File: src/rtl/mem_access.sv
// Data-memory access stage: one load/store per accepted op over a req/ack bus, result as a write-back or exception pulse.
// Zero-wait load-use latency 2 cycles; oReady drops while an access is in flight and inputs are ignored until it returns.
module mem_access #(
  parameter int pXLEN       = 32,
  parameter int pRegSelBitW = 5,
  parameter int pTimeout    = 255
) (
  input  logic                   iClk,
  input  logic                   iRst,
  input  logic [pXLEN-1:0]       iMemOpAddr,
  input  logic [pXLEN-1:0]       iMemOpData,
  input  logic [pRegSelBitW-1:0] iMemOpRdAddr,
  input  logic [2:0]             iMemOpType,
  input  logic                   iMemOpRead,
  input  logic                   iMemOpWrite,
  output logic                   oReady,
  output logic                   oMemReq,
  output logic                   oMemWe,
  output logic [pXLEN-1:0]       oMemAddr,
  output logic [pXLEN-1:0]       oMemWData,
  output logic [3:0]             oMemBe,
  input  logic                   iMemAck,
  input  logic [pXLEN-1:0]       iMemRData,
  output logic                   oRegDv,
  output logic [pRegSelBitW-1:0] oRegAddr,
  output logic [pXLEN-1:0]       oRegData,
  output logic                   oExcValid,
  output logic [1:0]             oExcCode,
  output logic [pXLEN-1:0]       oExcAddr
);

  localparam logic [1:0] sIdle = 2'd0;
  localparam logic [1:0] sBus  = 2'd1;
  localparam logic [1:0] sResp = 2'd2;

  localparam logic [1:0] cExcMisalign = 2'b01;
  localparam logic [1:0] cExcIllegal  = 2'b10;
  localparam logic [1:0] cExcTimeout  = 2'b11;

  localparam int              cCntW    = 10;
  localparam logic [cCntW-1:0] cCntLast = cCntW'(pTimeout - 1);

  typedef struct packed {
    logic                   isLoad;
    logic [2:0]             funct3;
    logic [pXLEN-1:0]       addr;
    logic [pRegSelBitW-1:0] rd;
  } memOp_t;

  logic [1:0]       state;
  logic [cCntW-1:0] cnt;
  memOp_t           op;

  logic             accept;
  logic             isLoad;
  logic             legal;
  logic             misaligned;
  logic [1:0]       offset;
  logic [3:0]       laneBe;
  logic [pXLEN-1:0] laneData;

  always_comb begin
    accept     = (state == sIdle) && (iMemOpRead || iMemOpWrite);
    isLoad     = iMemOpRead;
    offset     = iMemOpAddr[1:0];
    legal      = 1'b0;
    misaligned = 1'b0;
    laneBe     = 4'b1111;
    laneData   = iMemOpData;
    case (iMemOpType)
      3'b000: begin
        legal    = 1'b1;
        laneBe   = 4'b0001 << offset;
        laneData = {(pXLEN/8){iMemOpData[7:0]}};
      end
      3'b001: begin
        legal      = 1'b1;
        misaligned = offset[0];
        laneBe     = 4'b0011 << offset;
        laneData   = {(pXLEN/16){iMemOpData[15:0]}};
      end
      3'b010: begin
        legal      = 1'b1;
        misaligned = |offset;
      end
      3'b100: begin
        legal  = isLoad;
        laneBe = 4'b0001 << offset;
      end
      3'b101: begin
        legal      = isLoad;
        misaligned = offset[0];
        laneBe     = 4'b0011 << offset;
      end
      default: ;
    endcase
  end

  // Shifting the addressed lane down to bit 0 lets every load size share one extractor.
  logic [pXLEN-1:0] rShift;
  logic [pXLEN-1:0] loadData;

  always_comb begin
    rShift = iMemRData >> {op.addr[1:0], 3'b000};
    case (op.funct3)
      3'b000:  loadData = {{(pXLEN-8){rShift[7]}}, rShift[7:0]};
      3'b001:  loadData = {{(pXLEN-16){rShift[15]}}, rShift[15:0]};
      3'b100:  loadData = {{(pXLEN-8){1'b0}}, rShift[7:0]};
      3'b101:  loadData = {{(pXLEN-16){1'b0}}, rShift[15:0]};
      default: loadData = iMemRData;
    endcase
  end

  always_ff @(posedge iClk or posedge iRst) begin
    if (iRst) begin
      state     <= sIdle;
      cnt       <= '0;
      op        <= '0;
      oReady    <= 1'b1;
      oMemReq   <= 1'b0;
      oMemWe    <= 1'b0;
      oMemAddr  <= '0;
      oMemWData <= '0;
      oMemBe    <= '0;
      oRegDv    <= 1'b0;
      oRegAddr  <= '0;
      oRegData  <= '0;
      oExcValid <= 1'b0;
      oExcCode  <= '0;
      oExcAddr  <= '0;
    end else begin
      oRegDv    <= 1'b0;
      oExcValid <= 1'b0;
      case (state)
        sIdle: begin
          if (accept) begin
            if (!legal || misaligned) begin
              oExcValid <= 1'b1;
              oExcCode  <= legal ? cExcMisalign : cExcIllegal;
              oExcAddr  <= iMemOpAddr;
            end else begin
              state     <= sBus;
              cnt       <= '0;
              oReady    <= 1'b0;
              oMemReq   <= 1'b1;
              oMemWe    <= !isLoad;
              oMemAddr  <= {iMemOpAddr[pXLEN-1:2], 2'b00};
              oMemBe    <= laneBe;
              oMemWData <= isLoad ? '0 : laneData;
              op        <= '{isLoad: isLoad, funct3: iMemOpType,
                             addr: iMemOpAddr, rd: iMemOpRdAddr};
            end
          end
        end
        sBus: begin
          if (iMemAck) begin
            oMemReq <= 1'b0;
            if (op.isLoad) begin
              state    <= sResp;
              oRegDv   <= 1'b1;
              oRegAddr <= op.rd;
              oRegData <= loadData;
            end else begin
              state  <= sIdle;
              oReady <= 1'b1;
            end
          end else if (cnt == cCntLast) begin
            // The cycle that would bring the wait count to pTimeout abandons the access.
            state     <= sIdle;
            oReady    <= 1'b1;
            oMemReq   <= 1'b0;
            oExcValid <= 1'b1;
            oExcCode  <= cExcTimeout;
            oExcAddr  <= op.addr;
          end else begin
            cnt <= cnt + 1'b1;
          end
        end
        sResp: begin
          state  <= sIdle;
          oReady <= 1'b1;
        end
        default: begin
          state  <= sIdle;
          oReady <= 1'b1;
        end
      endcase
    end
  end

endmodule

File: config.mk
export PLATFORM = sky130hd
export DESIGN_NAME = mem_access
export DESIGN_NICKNAME = d
export VERILOG_FILES = /design/src/rtl/mem_access.sv
export SDC_FILE = /design/constraint.sdc
export NUM_CORES = 1
export LEC_CHECK = 0
export ABC_CLOCK_PERIOD_IN_PS = 6350
export CORE_ASPECT_RATIO = 1.1
export CORE_MARGIN = 2
export CORE_UTILIZATION = 45
export DETAILED_ROUTE_END_ITERATION = 12
export MAX_ROUTING_LAYER = met4
export PLACE_DENSITY = 0.78
export SYNTH_ARGS = -nofsm -noshare
export SYNTH_HDL_FRONTEND = slang
export SYNTH_SLANG_ARGS = --single-unit
File: constraint.sdc
create_clock -name iClk -period 6.35 [get_ports iClk]
set_input_delay 1.27 -clock iClk [delete_from_list [all_inputs] [get_ports iClk]]
set_output_delay 1.27 -clock iClk [all_outputs]
set_load 0.03 [all_outputs]
==> run_results.csv, run 1 <==
group,metric,value,unit
routing,met2_length,10800,µm
routing,drt_iter0_drc,388,
clock_network,clk_pin_slew,0.06,ns
routing,routed-wl-met3,1480,µm
placement,placed_cells,1208,
yosys,yosysWarningCount,0,
global_routing,grt_start_max_net_pins,85,
clock_network,cts_resized,0,
setup_path,cp-end-kind,"register",
clock_network,cts_htree_levels,4,
layout,syn_to_final_growth,36.3,%
sta,hold_viol,0,
routing,wl_met1,9310,µm
routing,top_layer_used,"met4",
yosys,postSynthAreaPerCell,10.3,µm²
routing,dr.pass1.iters,5,
sta,report.final.slew_viol_count,0,
global_routing,antenna_found_initial,1,
yosys,netlist_instances,791,
global_routing,grtUsageTotal,23.9,%
setup_path,worst-setup-path-type,"primary input to register",
run_status,status,"finished, final reports clean",
yosys,synth.most_common_cell,"nand2_1",
sta,fin_worst_skew,0.00807,ns
sta,post-route-period-util,70.2,%
yosys,yosysTopAreaCell,"dfrtp_1",
clock_network,clk_path_buf_depth,2,
routing,post-route-drc-count,0,
yosys,yosysSeqAreaShare,50.6,%
yosys,synth-edff-count,0,
routing,vias,6577,
clock_network,cts_hold_buffers,0,
global_routing,grt_pass1_vias,6450,
setup_path,worst_r2r_path_depth,7,
sta,finalSetupViolCount,0,
floorplanning,die_w,132,µm
sta,worst_slew_pin_slew,1.14,ns
sta,fin_crit,4.46,ns
yosys,synthTopCellsByArea,"dfrtp_1, mux2_2, nand2_1",
yosys,synthDistinctLibCells,55,
setup_path,cp.required,6.65,ns
yosys,syn_area,8160,µm²
routing,detail_route.wirelength,22100,µm
setup_path,regToRegSetupSlack,3.61,ns
clock_network,clock_sinks,165,
floorplanning,ioPinCount,253,
global_routing,grt_pass1_wl,35500,µm
yosys,ys_ff_latch,165,
sta,rsz0062_at_grt,"no",
power,p_leak,0.00479,µW
setup_path,crit_arrival,4.76,ns
floorplanning,start_util,46.0,%
flow_run,max_cap_violations,0,
sta,setup_slack,1.89,ns
sta,fin_hold_ws,0.477,ns
sta,max_freq,224,MHz
sta,final.setup.tns,0,ns
routing,wire_per_inst,17.8,µm
power,p_per_area,472,nW/µm²
clock_network,postCtsSetupRepairBufs,0,
yosys,synthTopCellsByCount,"nand2_1, dfrtp_1, mux2_2",
clock_network,clock_latency,0.42,ns
worst_hold_path,hold_depth,2,
yosys,ys.flop_type,"dfrtp_1",
floorplanning,num_rows,51,
floorplanning,die_y,145,µm
layout,drive_gt1_share,15.8,%
placement,hpwl,15700,µm
layout,nets,1100,
power,ir_drop,0.000261,V
setup_path,crit_path_start_kind,"primary input",
placement,io_buffers,250,
worst_hold_path,min_path_type,"register to register",
yosys,async_reset_ff_share,100,%
layout,layout.cells.non_filler,1241,
global_routing,grt-ovfl-total,0,
floorplanning,coreArea,17700,µm²
placement,dp_worst_setup_slack,1.48,ns
routing,ant_nets,0,
routing,viasPerCell,5.30,
yosys,synth_top_area_share,50.3,%
clock_network,cts_tree,"built",
clock_network,cts_buffers,17,
placement,globalplace.congestion,0.892,
sta,maxSlewHeadroom,23.6,%
setup_path,critPathMaxFanout,23,
clock_network,cts-root-buf,"clkbuf_16",
floorplanning,die-area,19200,µm²
==> worst paths after layout <==
| path | from | to |
|---|---|---|
| worst max-delay path | iMemOpType[0] | oExcAddr[4]$_DFFE_PP0P_ |
| worst min-delay path | oRegData[5]$_DFFE_PP0P_ | oRegData[5]$_DFFE_PP0P_ |
| worst max register to register | cnt[0]$_DFFE_PP0P_ | oExcAddr[4]$_DFFE_PP0P_ |
| worst min register to register | oRegData[5]$_DFFE_PP0P_ | oRegData[5]$_DFFE_PP0P_ |
| max in group asynchronous | iRst | oRegData[7]$_DFFE_PP0P_ |
| min in group asynchronous | iRst | op[31]$_DFFE_PP0P_ |
==> power by group <==
group          switching [µW]  total, µW  internal [µW]  leakage [µW]
Combinational            1420       2560           1140       0.00254
Clock                     437        951            514      0.000249
Sequential                288       1750           1460       0.00200
==> cell families (layout without fill, tap and decap cells) <==
kind of cell	Yosys count	in the layout	synth area share, %
AND/OR/NAND/NOR	258	258	13.7
buffers and inverters	93	303	6.41
multiplexers	111	111	16.4
AO/OA/AOI/OAI	161	161	12.5
adder cells (fa/ha/maj)	2	2	0.307
other	1	3	0.0460
flip-flops	165	165	50.6
==> cell type report <==
cell class	instances	area, µm²
repair buffers	261	2580
clock buffers	19	443
flip-flops and latches	165	4130
multi-input cells	534	3520
diodes	1	2.50
clock inverters	13	98.8
well taps	238	298
inverters	10	42.5
fillers	1468	6620
==> worst max-delay path, cell delays in order <==
cell and delay, ns:
clkdlybuf4s50_1 0.97, a21oi_1 0.22, a21oi_2 0.78, a22o_2 0.81
buf_4 0.38, mux2_4 0.32
==> per-stage QoR <==
step / power (µW) / instance area (µm²) / utilization (%)
after floorplan: 3360 / 8160 / -
after global placement: 4270 / 10600 / 59.6
after detailed placement: 4330 / 10600 / 59.6
after CTS: 5290 / 11100 / 62.7
after global routing: 5520 / 11100 / 62.7
final: 5250 / 11100 / 62.7
==> registers in the layout, summed over array words and instances, names as in the netlist, 2 cells and up <==
| signal | cells |
|---|---|
| op | 40 |
| oExcAddr | 32 |
| oMemWData | 32 |
| oRegData | 32 |
| cnt | 10 |
| oRegAddr | 5 |
| oMemBe | 4 |
| oExcCode | 2 |
| state | 2 |
==> placed cells by master (no fill, tap or decap), drive strengths merged, types with 3 or more instances in the layout <==
cell           Yosys  routed
inv                9      13
nand2b            11      11
clkinvlp           0       6
a31o               8       8
o21ai             32      32
o21a              10      10
mux2              93      93
nand2            169     169
nor2              46      46
clkinv             1       4
a21boi             8       8
mux2i             17      17
or3                3       3
o31ai             21      21
clkbuf            29      19
or4                4       4
dfrtp            164     164
a21oi             55      55
buf               54      11
a31oi             11      11
nor2b              4       4
nand3              3       3
o211ai             3       3
clkdlybuf4s50      0     250
and2               8       8
==> metal layers <==
| layer | vias to the layer above | global-route usage [%] |
|---|---|---|
| met5 | - | - |
| met1 | 3216 | 29.9 |
| met3 | 29 | 5.84 |
| met2 | 241 | 38.0 |
| met4 | 0 | 8.28 |
| li1 | 3091 | - |
No activity file was read; power rests on OpenSTA's default activity.
==> run 2, diff against run 1 <==
--- a/config.mk
+++ b/config.mk
@@ -5,7 +5,7 @@
 export SDC_FILE = /design/constraint.sdc
 export NUM_CORES = 1
 export LEC_CHECK = 0
-export ABC_CLOCK_PERIOD_IN_PS = 6350
+export ABC_CLOCK_PERIOD_IN_PS = 4600
 export CORE_ASPECT_RATIO = 1.1
 export CORE_MARGIN = 2
 export CORE_UTILIZATION = 45
==> constraint.sdc (replaced) <==
create_clock -name iClk -period 4.6 [get_ports iClk]
set_input_delay 0.92 -clock iClk [delete_from_list [all_inputs] [get_ports iClk]]
set_output_delay 0.92 -clock iClk [all_outputs]
set_load 0.03 [all_outputs]
==> run 2 against run 1 <==
Die area is the same. Clock-buffer cell count is 4 higher. Setup slack worse by 0.56 ns. Final cell count down 0.16%. Non-clock buffer count did not move. Utilization up 0.88 points.
==> run_results.csv, run 2 (same netlist as run 1, synthesis figures left out) <==
group,metric,value,unit
run_status,status,"finished, final reports clean",
setup_path,worst-setup-path-type,"primary input to register",
setup_path,cp-end-kind,"register",
routing,viasPerCell,5.31,
sta,maxSlewHeadroom,35.2,%
layout,syn_to_final_growth,38.2,%
sta,final.setup.tns,0,ns
layout,regMostFlops,"op",
power,total_power,7580,µW
placement,hpwl,15700,µm
clock_network,cts_resized,0,
sta,worst_slew_pin_slew,0.972,ns
worst_hold_path,min_path_type,"register to register",
clock_network,cts-root-buf,"clkbuf_16",
routing,drt_iter0_drc,473,
clock_network,postCtsSetupRepairBufs,0,
sta,finalSetupViolCount,0,
routing,dr.pass1.iters,5,
setup_path,regToRegSetupSlack,2.10,ns
floorplanning,die_y,145,µm
sta,fin_crit,3.26,ns
flow_run,max_cap_violations,0,
floorplanning,coreArea,17700,µm²
global_routing,antenna_found_initial,0,
routing,ant_nets,0,
placement,globalplace.congestion,0.870,
global_routing,grt_start_max_net_pins,166,
power,p_per_area,672,nW/µm²
power,p_leak,0.00487,µW
sta,post-route-period-util,70.9,%
global_routing,grt-ovfl-total,0,
setup_path,crit_path_start_kind,"primary input",
floorplanning,die_w,132,µm
clock_network,cts_buffers,17,
setup_path,cp.required,4.90,ns
layout,drive_gt1_share,15.4,%
setup_path,critPathMaxFanout,51,
layout,diodes,0,
clock_network,cts_htree_levels,4,
global_routing,grt_pass1_vias,6507,
floorplanning,num_rows,51,
routing,wire_per_inst,18.2,µm
floorplanning,ioPinCount,253,
routing,vias,6585,
sta,max_freq,307,MHz
sta,report.final.slew_viol_count,0,
sta,hold_viol,0,
placement,io_buffers,250,
clock_network,clock_sinks,165,
global_routing,grt_pass1_wl,36200,µm
layout,layout_commonest_cell,"clkdlybuf4s50_1",
clock_network,cts_tree,"built",
clock_network,clk_pin_slew,0.06,ns
floorplanning,die-area,19200,µm²
setup_path,crit_arrival,3.56,ns
layout,largest_reg_flops,40,
global_routing,grtUsageTotal,24.4,%
clock_network,clk_path_buf_depth,2,
clock_network,clock_latency,0.42,ns
routing,detail_route.wirelength,22500,µm
sta,rsz0062_at_grt,"no",
layout,mostFrequentLayoutCells,"clkdlybuf4s50_1, nand2_1, dfrtp_1, mux2_2, a21oi_1",
routing,post-route-drc-count,0,
power,ir_drop,0.000325,V
sta,fin_worst_skew,0.00780,ns
floorplanning,start_util,46.0,%
clock_network,cts_hold_buffers,0,
layout,nets,1100,
-- run 2: cell types whose count changed in the layout (fill, tap and decap cells not counted), sizes merged --
cell      change
bufinv        +6
diode         -1
clkinv        -2
clkinvlp      -4
inv           -5
clkbuf        +4
-- run 2: cell type report --
class / instances / area [µm²]
clock buffers: 23 / 468
clock inverters: 8 / 196
fillers: 1474 / 6460
inverters: 10 / 41.3
multi-input cells: 534 / 3520
flip-flops and latches: 165 / 4130
well taps: 238 / 298
repair buffers: 261 / 2620
-- run 2: report_power, final --
| part | internal, µW | switching [µW] | total, µW |
|---|---|---|---|
| logic | 1580 | 1950 | 3530 |
| clock network | 1050 | 568 | 1610 |
| registers | 2020 | 422 | 2440 |
| total | 4640 | 2940 | 7580 |
-- run 2: worst paths after layout --
path                                      start                  endpoint  depth (start not counted)
setup / recovery                  iMemOpAddr[0]        op[22]$_DFFE_PP0P_                          6
hold / removal                op[1]$_DFFE_PP0P_   oRegAddr[1]$_DFFE_PP0P_                          2
setup reg to reg           state[1]$_DFFE_PP0P_  oRegData[25]$_DFFE_PP0P_                          7
hold reg to reg               op[1]$_DFFE_PP0P_   oRegAddr[1]$_DFFE_PP0P_                          2
max in group asynchronous                  iRst  oRegData[10]$_DFFE_PP0P_                          3
min in group asynchronous                  iRst        op[13]$_DFFE_PP0P_                          3
-- run 2: routing by layer --
layer | vias up | GRT usage, % | wire (µm)
li1 | 3086 | - | -
met3 | 44 | 4.89 | 1140
met5 | - | - | 0
met1 | 3224 | 32.2 | 9860
met2 | 231 | 36.7 | 10800
met4 | 0 | 10.6 | 733
-- run 2: per-stage QoR --
stage / setup slack (ns) / utilization [%] / cells / hold slack (ns) / instance area [µm²]
6_report: 1.34 / 63.6 / 1239 / 0.464 / 11300
5_1_grt: 1.18 / 63.6 / 1239 / 0.502 / 11300
4_1_cts: 1.36 / 63.6 / 1239 / 0.468 / 11300
3_5_place_dp: 0.913 / 59.8 / 1208 / 0.458 / 10600
3_3_place_gp: 0.961 / 59.8 / 1208 / 0.446 / 10600
2_1_floorplan: 1.58 / - / 792 / 0.435 / 8170
-- run 2: critical path, stage by stage --
cell and delay (ns):
clkdlybuf4s50_1 0.56, nor4_4 0.37, a21oi_2 0.22, nor2_4 0.71
buf_12 0.36, mux2_2 0.38
